**config.mk**
```make
export PLATFORM = sky130hd
export DESIGN_NAME = multicycle_arbiter
export DESIGN_NICKNAME = d
export VERILOG_FILES = /design/src/rtl/mc_pkg.sv /design/src/rtl/rr_arb2.sv /design/src/rtl/multicycle_arbiter.sv
export SDC_FILE = /design/constraint.sdc
export NUM_CORES = 1
export LEC_CHECK = 0
export BUFFER_PORTS_ARGS = -buffer_cell sky130_fd_sc_hd__buf_2
export CELL_PAD_IN_SITES_DETAIL_PLACEMENT = 0
export CELL_PAD_IN_SITES_GLOBAL_PLACEMENT = 2
export CORE_MARGIN = 10
export CORE_UTILIZATION = 27
export CTS_BUF_LIST = sky130_fd_sc_hd__clkbuf_8
export DETAILED_ROUTE_END_ITERATION = 8
export PLACE_DENSITY = 0.88
export SYNTH_ARGS = -nofsm -noshare
export SYNTH_HDL_FRONTEND = slang
export SYNTH_HIERARCHICAL = 1
export SYNTH_SLANG_ARGS = --single-unit
export TNS_END_PERCENT = 20
```
**constraint.sdc**
```tcl
create_clock -name clock -period 2.15 [get_ports clock]
set_input_delay 0.645 -clock clock [delete_from_list [all_inputs] [get_ports clock]]
set_output_delay 0.645 -clock clock [all_outputs]
set_load 0.01 [all_outputs]
```
**src/rtl/mc_pkg.sv**
```systemverilog
// Shared types and constants for the multicycle arbiter: FSM state encoding,
// datapath mux select patterns, ALU operation codes and operation modes.
package mc_pkg;

    typedef enum logic [2:0] {
        IDLE   = 3'd0,
        LOAD_A = 3'd1,
        OP_B   = 3'd2,
        OP_C   = 3'd3,
        OP_D   = 3'd4,
        FINISH = 3'd5
    } state_t;

    // Mux select patterns, packed as {s0, s1, s2}
    localparam logic [2:0] SEL_IDLE   = 3'b000;
    localparam logic [2:0] SEL_LOAD_A = 3'b000;
    localparam logic [2:0] SEL_OP_B   = 3'b100;
    localparam logic [2:0] SEL_OP_C   = 3'b110;
    localparam logic [2:0] SEL_OP_D   = 3'b101;
    localparam logic [2:0] SEL_FINISH = 3'b000;

    localparam logic ADD = 1'b1;
    localparam logic SUB = 1'b0;

    // MODE_ABCmD computes A+B+C-D, MODE_AmBCD computes A-B+C+D
    localparam logic MODE_ABCmD = 1'b0;
    localparam logic MODE_AmBCD = 1'b1;

    // ALU operation for a given step of the sequence under the latched mode.
    // Only OP_B and OP_D depend on the mode; everything else adds.
    function automatic logic alu_op(input state_t st, input logic mode);
        logic op;
        op = ADD;
        case (st)
            OP_B:    op = (mode == MODE_ABCmD) ? ADD : SUB;
            OP_D:    op = (mode == MODE_ABCmD) ? SUB : ADD;
            default: op = ADD;
        endcase
        return op;
    endfunction

endpackage

```
**src/rtl/rr_arb2.sv**
```systemverilog
// Two-way winner selection. Picks the requester not served last when round
// robin is enabled, otherwise requester 0 wins any tie.
module rr_arb2 (
    input  logic [1:0] req,
    input  logic       last_served,
    input  logic       rr_en,
    output logic       win_valid,
    output logic       win_id
);

    // Choose a winner among the active requests
    always_comb begin
        win_valid = |req;
        win_id    = 1'b0;
        if (req == 2'b11) begin
            win_id = rr_en ? ~last_served : 1'b0;
        end else if (req == 2'b10) begin
            win_id = 1'b1;
        end
    end

endmodule

```
**src/rtl/multicycle_arbiter.sv**
```systemverilog
// Arbitrates two requesters onto a shared accumulate datapath and sequences
// the five-step A/B/C/D operation for the granted owner. All outputs are Moore
// outputs decoded from the state register and the latched owner and mode.
module multicycle_arbiter
    import mc_pkg::*;
#(
    parameter bit RR_EN = 1'b1
) (
    input  logic clock,
    input  logic reset,
    input  logic req0,
    input  logic req1,
    input  logic mode0,
    input  logic mode1,
    output logic gnt0,
    output logic gnt1,
    output logic busy,
    output logic e,
    output logic s0,
    output logic s1,
    output logic s2,
    output logic addOrSub,
    output logic done0,
    output logic done1
);

    state_t     state;
    state_t     next_state;
    logic       owner;
    logic       owner_mode;
    logic       last_served;
    logic [1:0] arb_req;
    logic       win_valid;
    logic       win_id;
    logic       grant;

    // Requests presented to the arbiter: only in IDLE or FINISH, and in FINISH
    // the finishing owner's request is masked since it is still held high
    always_comb begin
        arb_req = 2'b00;
        if (state == IDLE) begin
            arb_req = {req1, req0};
        end else if (state == FINISH) begin
            arb_req = {req1 & ~owner, req0 & owner};
        end
    end

    rr_arb2 u_arb (
        .req         (arb_req),
        .last_served (last_served),
        .rr_en       (RR_EN),
        .win_valid   (win_valid),
        .win_id      (win_id)
    );

    assign grant = win_valid;

    // State register
    always_ff @(posedge clock or negedge reset) begin
        if (!reset) begin
            state <= IDLE;
        end else begin
            state <= next_state;
        end
    end

    // Next-state logic: fixed walk through the steps, re-arbitrate at the end
    always_comb begin
        next_state = state;
        case (state)
            IDLE:    next_state = grant ? LOAD_A : IDLE;
            LOAD_A:  next_state = OP_B;
            OP_B:    next_state = OP_C;
            OP_C:    next_state = OP_D;
            OP_D:    next_state = FINISH;
            FINISH:  next_state = grant ? LOAD_A : IDLE;
            default: next_state = IDLE;
        endcase
    end

    // Owner, mode and fairness history, captured on the edge that grants
    always_ff @(posedge clock or negedge reset) begin
        if (!reset) begin
            owner       <= 1'b0;
            owner_mode  <= MODE_ABCmD;
            last_served <= 1'b1;
        end else if (grant) begin
            owner       <= win_id;
            owner_mode  <= win_id ? mode1 : mode0;
            last_served <= win_id;
        end
    end

    // Output decode from state plus latched owner and mode
    always_comb begin
        gnt0         = 1'b0;
        gnt1         = 1'b0;
        busy         = 1'b0;
        e            = 1'b0;
        {s0, s1, s2} = SEL_IDLE;
        addOrSub     = alu_op(state, owner_mode);
        done0        = 1'b0;
        done1        = 1'b0;
        case (state)
            IDLE: begin
                {s0, s1, s2} = SEL_IDLE;
            end
            LOAD_A: begin
                busy         = 1'b1;
                e            = 1'b1;
                {s0, s1, s2} = SEL_LOAD_A;
            end
            OP_B: begin
                busy         = 1'b1;
                e            = 1'b1;
                {s0, s1, s2} = SEL_OP_B;
            end
            OP_C: begin
                busy         = 1'b1;
                e            = 1'b1;
                {s0, s1, s2} = SEL_OP_C;
            end
            OP_D: begin
                busy         = 1'b1;
                e            = 1'b1;
                {s0, s1, s2} = SEL_OP_D;
            end
            FINISH: begin
                busy         = 1'b1;
                {s0, s1, s2} = SEL_FINISH;
                done0        = ~owner;
                done1        = owner;
            end
            default: begin
                {s0, s1, s2} = SEL_IDLE;
            end
        endcase
        if (state != IDLE) begin
            gnt0 = ~owner;
            gnt1 = owner;
        end
    end

endmodule

```
==> impl_metrics.env <==
export IMPL_outcome="finished clean"
export IMPL_tns_ns=0
export IMPL_place_hpwl_um=794
export IMPL_final_layout_size_suffix_gt1_share_pct=35.8
export IMPL_rsz0062_at_grt="false"
export IMPL_p_leak_uw=0.000264
export IMPL_cts_buffer_depth=2
export IMPL_wl_met2_um=433
export IMPL_power_uw=837
export IMPL_clockRootBuffer="clkbuf_8"
export IMPL_antenna_left=0
export IMPL_timing_final_crit_period_ns=2.06
export IMPL_io_pins=16
export IMPL_hold_violations=0
export IMPL_area_growth_pct=28.3
export IMPL_clock_latency_ns=0.22
export IMPL_finClkSkew_ns=0.00302
export IMPL_synthSimpleGateAreaFrac_pct=29.7
export IMPL_endpoint_kind="output pin"
export IMPL_dieArea_um2=3650
export IMPL_final_common_cell="buf_2"
export IMPL_cts_tree="done"
export IMPL_place_gp_congestion=0.694
export IMPL_antenna_found_initial=0
export IMPL_synthArstFlopShare_pct=100
export IMPL_post_drt_wl_per_cell_um=12.0
export IMPL_start_util_pct=29.0
export IMPL_ir_drop_v=0.000605
export IMPL_drt_iter0_markers=6
export IMPL_track_usage_pct=5.68
export IMPL_crit_chain="or3b_1, a21o_1, buf_2"
export IMPL_synth_seq_cells=6
export IMPL_syn_inst=51
export IMPL_topRoutingLayerUsed="met3"
export IMPL_drc=0
export IMPL_critPathKind="reg -> out"
export IMPL_synthFlopType="dfrtp_1"
export IMPL_yosys_area_share_adder_pct=2.83
export IMPL_synth_xor_area_share_pct=1.98
export IMPL_io_buffers=15
export IMPL_seq_area_frac_synth_pct=34.3
export IMPL_min_path_type="in -> async"
export IMPL_die_w_um=60.4
export IMPL_setup_viol=0
export IMPL_synth_compound_area_share_pct=21.5
export IMPL_dr_total_vias=396
export IMPL_overflow=0
export IMPL_avgViaCountPerCell=4.77
export IMPL_fmax_mhz=486
export IMPL_diodes=0
export IMPL_die_y_um=60.4
export IMPL_clock_sinks=6
export IMPL_yosysUniqueCellTypes=28
export IMPL_path_max_fanout=14
export IMPL_coreArea_um2=1520
export IMPL_grt_pass1_vias=364
export IMPL_h_tree_depth=1
export IMPL_numCtsBuffers=3
export IMPL_synth_edf_count=0
export IMPL_finalMaxSlewViolations=0
export IMPL_drv_cap=0
export IMPL_slowest_stage="dfrtp_2"
export IMPL_worst_setup_path_start_kind="register"
export IMPL_mostFrequentLayoutCells="15 x buf_2, 5 x nor3_1, 4 x nand2b_1, 4 x inv_1, 4 x nor2_1"
export IMPL_num_nets_final=75
export IMPL_routed_wl_um=996
export IMPL_hold_buffers=0
export IMPL_grt_start_max_net_pins=17
export IMPL_grt_pass1_wl_um=1630
export IMPL_cp_data_arrival_time_ns=1.41
export IMPL_p_per_area_nw_per_um2=1480
export IMPL_cp_required_ns=1.50
export IMPL_dr_wl_met3_um=124
export IMPL_row_count=14
export IMPL_slowest_delay_ns=0.49
export IMPL_synth_fp_nets=58
export IMPL_clkTransAtPathRegs_ns=0.04
export IMPL_synthMuxAreaShare_pct=2.27
export IMPL_syn_area_per_cell_um2=8.66
export IMPL_timing_final_crit_share_pct=95.6
export IMPL_first_pass_iters=2
export IMPL_m1WireLength_um=438
export IMPL_yosysWarnings=6
export IMPL_synth_top_family_by_area="simple AND/OR/NAND/NOR gates"
export IMPL_synth_area_um2=442
[stage by stage]
step                hold slack [ns]  util [%]  instances  setup slack [ns]  area (um^2)
floorplan                     0.349         -         51             0.508          442
global placement              0.463      34.1         79             0.254          519
detailed placement            0.460      34.1         79             0.248          519
CTS                           0.241      37.1         83            0.0133          566
global route                  0.235      37.2         83            0.0161          567
finish                        0.242      37.2         83            0.0938          567
[path summary, 6_finish.rpt]
| path | start | endpoint | slack, ns | cells after the start |
|---|---|---|---|---|
| setup / recovery | state[1]$_DFF_PN0_ | addOrSub | 0.09 | 3 |
| hold / removal | reset | owner_mode$_DFFE_PN0P_ | 0.24 | 1 |
| setup reg to reg | state[0]$_DFF_PN0_ | state[0]$_DFF_PN0_ | 0.43 | 5 |
| hold reg to reg | last_served$_DFFE_PN1P_ | last_served$_DFFE_PN1P_ | 0.46 | 2 |
| max in group asynchronous | reset | last_served$_DFFE_PN1P_ | 1.69 | 1 |
| min in group clock | last_served$_DFFE_PN1P_ | last_served$_DFFE_PN1P_ | 0.46 | 2 |
[critical path: cells and delay by family, from the launching register on]
family          cells  cell delay (ns)
flops               1             0.49
simple gates        1             0.40
compound gates      1             0.17
buf+inv             1             0.13
[layout make-up]
class,instances,area (um^2)
Timing Repair Buffer,15,75.1
Fill cell,168,957
Tap cell,16,20.0
Sequential cell,6,154
Multi-Input combinational cell,39,262
Clock inverter,1,3.75
Inverter,3,11.3
Clock buffer,3,41.3
[cells in the mapped netlist, drive strengths merged (2+ instances only)]
| library cell | n | area (um^2) |
|---|---|---|
| nand2b | 4 | 25.0 |
| buf | 3 | 17.5 |
| dfrtp | 5 | 125 |
| or2 | 2 | 12.5 |
| nand3b | 2 | 15.0 |
| a21oi | 3 | 15.0 |
| o21ai | 2 | 10.0 |
| a21o | 2 | 15.0 |
| nor3 | 5 | 25.0 |
| a21boi | 2 | 15.0 |
| inv | 3 | 11.3 |
| nor2 | 4 | 15.0 |
[where the power goes]
group / switching [uW] / leakage, uW / internal, uW
Clock: 46.1 / 0.0000269 / 122
Sequential: 95.8 / 0.0000701 / 165
Combinational: 203 / 0.000167 / 205
Total: 345 / 0.000264 / 493
[flip-flops by register name, indices dropped and copies added (netlist names)]
register,count
owner,1
owner_mode,1
last_served,1
state,3
[kinds of logic after synthesis]
kind of cell,after synthesis
muxes,1
other,1
AOI/OAI and AO/OA,13
and+or+nand+nor,22
xor gates and xnor gates,1
DFF,6
adders and majority gates,1
buffers and inverters,6
[layer usage]
metal	global-route usage, %	up-vias
li1	-	210
met1	6.49	175
met2	8.38	11
met3	4.38	0
met4	0.940	0
met5	0	-
[what timing repair did]
item | CTS | global route
setup endpoints to repair | 1 | 2
resized for setup | 1 | 1
hold endpoints to repair | 0 | 0
pin swaps | 0 | 0
buffers inserted | 0 | 0
No activity file was read; power rests on OpenSTA's default activity.
